File: config.mk
export PLATFORM = sky130hd
export DESIGN_NAME = cpu_dbg_ctrl
export DESIGN_NICKNAME = d
export VERILOG_FILES = /design/src/rtl/cpu_dbg_pkg.sv /design/src/rtl/cpu_dbg_ctrl_dump.sv /design/src/rtl/cpu_dbg_ctrl.sv
export SDC_FILE = /design/constraint.sdc
export NUM_CORES = 1
export LEC_CHECK = 0
export BUFFER_PORTS_ARGS = -buffer_cell sky130_fd_sc_hd__buf_2
export CAP_MARGIN = 15
export CORE_AREA = 8 8 157 100
export DETAILED_ROUTE_END_ITERATION = 8
export DIE_AREA = 0 0 165 108
export PLACE_DENSITY_LB_ADDON = 0.08
export SYNTH_ARGS = -nofsm -noshare
export SYNTH_HDL_FRONTEND = slang
export SYNTH_SLANG_ARGS = --single-unit
File: constraint.sdc
create_clock -name clk -period 2.4 [get_ports clk]
set_clock_uncertainty 0.2 [all_clocks]
set_input_delay 0 -clock clk [delete_from_list [all_inputs] [get_ports clk]]
set_output_delay 0 -clock clk [all_outputs]
set_load 0.1 [all_outputs]
File: src/rtl/cpu_dbg_pkg.sv
// Shared definitions for the CPU debug controller: command encodings,
// controller state enum and scan defaults.
package cpu_dbg_pkg;

  localparam logic [2:0] DBG_NOP  = 3'd0;
  localparam logic [2:0] DBG_RUN  = 3'd1;
  localparam logic [2:0] DBG_HALT = 3'd2;
  localparam logic [2:0] DBG_STEP = 3'd3;
  localparam logic [2:0] DBG_DUMP = 3'd4;

  localparam int NREGS_DEFAULT = 32;

  typedef enum logic [2:0] {
    ST_HALT,
    ST_RUN,
    ST_STEP,
    ST_DUMP_ADDR,
    ST_DUMP_OUT
  } dbg_state_t;

  // States in which the pipeline is clocked.
  function automatic logic is_exec(dbg_state_t s);
    return (s == ST_RUN) || (s == ST_STEP);
  endfunction

endpackage

File: src/rtl/cpu_dbg_ctrl_dump.sv
// Register-dump scanner: walks regaddr over the register file and presents
// one captured beat at a time on a valid/ready handshake.
module dbg_reg_dump #(
  parameter int NREGS = 32
) (
  input  logic        clk,
  input  logic        rst_n,
  input  logic        start,
  input  logic [31:0] regdata,
  input  logic        dump_ready,
  output logic [4:0]  regaddr,
  output logic        dump_valid,
  output logic [4:0]  dump_idx,
  output logic [31:0] dump_data,
  output logic        beat,
  output logic        done
);

  localparam logic [4:0] LAST = 5'(NREGS - 1);

  logic busy;

  assign beat = dump_valid && dump_ready;
  assign done = beat && (dump_idx == LAST);

  // Alternates between an address/capture cycle and a hold-until-ready cycle.
  always_ff @(posedge clk or negedge rst_n) begin
    if (!rst_n) begin
      busy       <= 1'b0;
      regaddr    <= 5'd0;
      dump_valid <= 1'b0;
      dump_idx   <= 5'd0;
      dump_data  <= 32'd0;
    end else if (start) begin
      busy       <= 1'b1;
      regaddr    <= 5'd0;
      dump_valid <= 1'b0;
    end else if (busy) begin
      if (!dump_valid) begin
        dump_data  <= regdata;
        dump_idx   <= regaddr;
        dump_valid <= 1'b1;
      end else if (dump_ready) begin
        dump_valid <= 1'b0;
        if (dump_idx == LAST) begin
          busy <= 1'b0;
        end else begin
          regaddr <= regaddr + 5'd1;
        end
      end
    end
  end

endmodule

File: src/rtl/cpu_dbg_ctrl.sv
// Run/halt/step controller with PC breakpoint and register-dump sequencing
// for the pipeline CPU; drives the pipeline clock enable.
module cpu_dbg_ctrl
  import cpu_dbg_pkg::*;
#(
  parameter int RUN_ON_RESET = 1,
  parameter int STEP_W       = 16,
  parameter int NREGS        = NREGS_DEFAULT
) (
  input  logic              clk,
  input  logic              rst_n,
  input  logic              cmd_valid,
  output logic              cmd_ready,
  input  logic [2:0]        cmd_op,
  input  logic [STEP_W-1:0] step_cnt,
  input  logic [31:0]       pc,
  input  logic              bp_en,
  input  logic [31:0]       bp_addr,
  output logic              cpu_en,
  output logic              halted,
  output logic              bp_hit,
  output logic [4:0]        regaddr,
  input  logic [31:0]       regdata,
  output logic              dump_valid,
  input  logic              dump_ready,
  output logic [4:0]        dump_idx,
  output logic [31:0]       dump_data,
  output logic [31:0]       en_cycles
);

  localparam dbg_state_t RESET_STATE = (RUN_ON_RESET != 0) ? ST_RUN : ST_HALT;
  localparam logic [STEP_W-1:0] ONE = {{(STEP_W-1){1'b0}}, 1'b1};

  dbg_state_t        state, nxt;
  logic [STEP_W-1:0] cnt;
  logic              skip_bp;
  logic              cmd_fire, bp_match;
  logic              dump_start, dump_beat, dump_done;
  logic              load_cnt, set_bp, clr_bp, set_skip;

  assign cmd_fire = cmd_valid && cmd_ready;
  // skip_bp masks the match on the first enabled cycle after a resume.
  assign bp_match = bp_en && (pc == bp_addr) && !skip_bp;

  dbg_reg_dump #(.NREGS(NREGS)) u_dump (
    .clk        (clk),
    .rst_n      (rst_n),
    .start      (dump_start),
    .regdata    (regdata),
    .dump_ready (dump_ready),
    .regaddr    (regaddr),
    .dump_valid (dump_valid),
    .dump_idx   (dump_idx),
    .dump_data  (dump_data),
    .beat       (dump_beat),
    .done       (dump_done)
  );

  always_comb begin
    nxt        = state;
    dump_start = 1'b0;
    load_cnt   = 1'b0;
    set_bp     = 1'b0;
    clr_bp     = 1'b0;
    set_skip   = 1'b0;
    case (state)
      ST_HALT: begin
        if (cmd_fire) begin
          case (cmd_op)
            DBG_RUN: begin
              nxt      = ST_RUN;
              clr_bp   = 1'b1;
              set_skip = 1'b1;
            end
            DBG_STEP: begin
              nxt      = ST_STEP;
              load_cnt = 1'b1;
              clr_bp   = 1'b1;
              set_skip = 1'b1;
            end
            DBG_DUMP: begin
              nxt        = ST_DUMP_ADDR;
              dump_start = 1'b1;
            end
            default: nxt = ST_HALT;
          endcase
        end
      end
      ST_RUN: begin
        if (bp_match) begin
          nxt    = ST_HALT;
          set_bp = 1'b1;
        end else if (cmd_fire && (cmd_op == DBG_HALT)) begin
          nxt = ST_HALT;
        end
      end
      ST_STEP: begin
        if (bp_match) begin
          nxt    = ST_HALT;
          set_bp = 1'b1;
        end else if (cnt <= ONE) begin
          nxt = ST_HALT;
        end
      end
      ST_DUMP_ADDR: nxt = ST_DUMP_OUT;
      ST_DUMP_OUT: begin
        if (dump_done) begin
          nxt = ST_HALT;
        end else if (dump_beat) begin
          nxt = ST_DUMP_ADDR;
        end
      end
      default: nxt = ST_HALT;
    endcase
  end

  // Outputs are registered from the next state so they align with state.
  always_ff @(posedge clk or negedge rst_n) begin
    if (!rst_n) begin
      state     <= RESET_STATE;
      cpu_en    <= (RUN_ON_RESET != 0);
      halted    <= (RUN_ON_RESET == 0);
      cmd_ready <= 1'b1;
      cnt       <= '0;
      skip_bp   <= 1'b0;
      bp_hit    <= 1'b0;
      en_cycles <= 32'd0;
    end else begin
      state     <= nxt;
      cpu_en    <= is_exec(nxt);
      halted    <= (nxt == ST_HALT);
      cmd_ready <= (nxt == ST_HALT) || (nxt == ST_RUN);
      if (load_cnt) begin
        cnt <= (step_cnt == '0) ? ONE : step_cnt;
      end else if (state == ST_STEP) begin
        cnt <= cnt - ONE;
      end
      if (set_skip) begin
        skip_bp <= 1'b1;
      end else if (is_exec(state)) begin
        skip_bp <= 1'b0;
      end
      if (set_bp) begin
        bp_hit <= 1'b1;
      end else if (clr_bp) begin
        bp_hit <= 1'b0;
      end
      if (cpu_en) begin
        en_cycles <= en_cycles + 32'd1;
      end
    end
  end

endmodule

==> results.cfg <==
[synth]
ys.warnings.count = 0
async_flop_share = 1.00
synth_seq_area_share = 0.493
ys_types = 58
synthFlopType = dfrtp_1
syn_avg_cell_area_um2 = 11.5
synthCells = 443
synth_edf_count = 0
syn_area_mm2 = 0.00509
ys_ff_latch = 100
synth.net_count = 567

[clock_network]
cts_max_path_buffers = 2
insertion_delay_ns = 0.35
post-cts-setup-buffers = 0
cts-root-buf = clkbuf_16
htree_levels = 3
cts_buffers = 9
cts_tree = yes
clk_pin_slew_worst_paths_ns = 0.07
cts_resized = 0
clock_sinks = 100

[worst_setup_path]
path_buf_inv = 1
worstReg2RegEnd = u_dump.dump_data[6]
regToRegStartpoint = state[0]
end_kind = register
path_cells = or3_4 -> or4_4 -> nand3b_4 -> buf_12 -> mux2_1
crit_path_max_incr_delay_ns = 0.54
start_kind = register
rr_worst_depth = 5
critPathTopFamily = simple AND/OR/NAND/NOR gates
slowest_stage = or4_4
r2r_setup_slack_ns = 0.08
worstPathArrival_ns = 2.34
path_class = register to register
crit_fanout = 27
cp.depth = 5
crit_required_ns = 2.42

[floorplanning]
coreArea_mm2 = 0.0133
io_pins = 199
fp.dieW_um = 165
start_util = 0.382
dieArea_mm2 = 0.0178
die_h_um = 108
row_count = 33

[place]
dpl_cell_area_mm2 = 0.00639
place_congestion = 0.824
hpwl_mm = 11.0
io_buffers = 198
dpl_worst_slack_ns = 0.0691

[route]
dr_total_vias = 4352
wl_per_cell_um = 16.0
drt_iter0_markers = 234
drc = 0
drt_wl_total_mm = 14.4
avgViaCountPerCell = 4.83
dr.pass1.iters = 6
drtAntennaViolNets = 0

[timing]
grt_setup_unrepaired = no
slew_violations = 0
setup_viol = 0
hold_viol = 0
fmax_ghz = 0.430
post-route-period-util = 0.969
worstMarginPinSlew_ns = 0.556
fin_crit_ns = 2.32
setup_ws_ns = 0.0753
slew_headroom = 0.626

[cells_and_area]
n_antenna_cell = 0
finalNetCount = 845
drive_gt1_frac = 0.399
fin_area_mm2 = 0.00728
area_growth_pct = 43.0

[job]
cap_violations = 0

[global_routing]
grt_pass1_wl_mm = 22.9
antenna_found_initial = 0
grt-ovfl-total = 0
grt_max_degree = 70
first_global_vias = 4435
grt_use_total = 0.160

[hold_path]
worstHoldStart = pc[27]
hold_depth = 6
hold_path_end = state[1]
hp-class = primary input to register

[power_and_ir_drop]
vdd_drop_max_mv = 1.36
cellPowerDensity_mw_per_mm2 = 1400
p_total_mw = 10.2
leakage_nw = 3.60

[run_status]
status = complete, no violations
==> what timing repair did <==
item                                    CTS  global route
endpoints found under the hold margin   157             1
endpoints found under the setup margin    0             1
hold buffers                             58             1
==> power by group <==
| group | internal [mW] | switching [mW] |
|---|---|---|
| registers | 2.33 | 0.513 |
| logic | 1.56 | 4.30 |
| clock network | 0.814 | 0.655 |
| total | 4.70 | 5.47 |
==> tightest hold or removal path, stage by stage <==
cell and delay, ns:
buf_2 0.08, xnor2_1 0.05, nand4_1 0.07, nor4_1 0.05
buf_4 0.15, a21oi_1 0.14
==> Yosys cell counts, drive strengths merged (6+ instances only) <==
library cell,number,area [um^2]
a21oi,7,35.0
and2,6,37.5
and3,9,56.3
buf,6,96.3
dfrtp,97,2430
inv,12,45.0
mux2,38,541
nand2,36,135
nand2b,6,37.5
nand3,17,85.1
nand4,17,106
nor2,30,113
nor3,9,50.1
nor4,16,106
o21ai,11,55.1
xnor2,33,289
xor2,38,333
==> final cells by class <==
type,instances,area (um^2)
clock inverter,7,73.8
multi-input combinational,322,2430
sequential,100,2530
timing repair buffer,276,1760
fill,1206,6060
clock buffer,9,225
inverter,12,45.0
tap,175,219
==> state kept, by name, summed over array words and instances, names as in the netlist, 3 cells and up <==
register	flops
state	3
cnt	16
en_cycles	32
u_dump.regaddr	5
u_dump.dump_data	32
u_dump.dump_idx	5
==> kinds of logic (layout without fill, tap and decap cells) <==
| family | after synthesis | in the layout | synth area share |
|---|---|---|---|
| DFF | 100 | 100 | 0.493 |
| xor gates and xnor gates | 71 | 71 | 0.122 |
| adders and majority gates | 4 | 4 | 0.00984 |
| and+or+nand+nor | 166 | 166 | 0.179 |
| AOI/OAI and AO/OA | 42 | 42 | 0.0583 |
| buffers and inverters | 21 | 304 | 0.0300 |
| muxes | 39 | 39 | 0.108 |
==> metrics by stage <==
step / hold WS [ns] / cells / TNS (ns) / util
2_1_floorplan: -0.496 / 443 / -0.00146 / -
3_3_place_gp: -0.214 / 827 / 0 / 0.479
3_5_place_dp: -0.216 / 827 / 0 / 0.479
4_1_cts: 0.00318 / 901 / 0 / 0.546
5_1_grt: 0.0650 / 901 / 0 / 0.546
6_report: 0.0496 / 901 / 0 / 0.546
==> layer usage <==
metal  track usage  vias to the layer above  part of all wire
li1              -                     2141                 -
met5             0                        -                 0
met2         0.240                      140              0.44
met3        0.0490                        7             0.071
met1         0.224                     2064              0.48
met4        0.0307                        0            0.0054
==> cell usage in the layout, fill, tap and decap left out, types with 9 or more instances in the layout <==
master / n
nand3_1: 17
dfrtp_1: 87
nand2_1: 36
dlygate4sd3_1: 57
o21ai_0: 10
buf_4: 19
dfrtp_2: 10
nor2_1: 30
mux2_4: 30
nor4_1: 15
xor2_1: 38
nand4_1: 17
buf_2: 197
and3_1: 9
inv_1: 12
xnor2_1: 33
clkbuf_16: 9
==> how the worst max path moves through the flow <==
| stage | startpoint | endpoint | slack [ns] |
|---|---|---|---|
| 3_5_place_dp | state[0] | u_dump.dump_data[6] | 0.07 |
| 5_1_grt | state[0] | u_dump.dump_data[6] | 0.01 |
| 6_report | state[0] | u_dump.dump_data[6] | 0.08 |
| 4_1_cts | state[0] | bp_hit | 0.02 |
| 2_1_floorplan | en_cycles[11] | en_cycles[28] | -0.001 |
| 3_3_place_gp | state[0] | u_dump.dump_data[5] | 0.1 |
(Power assumes the default switching activity.)
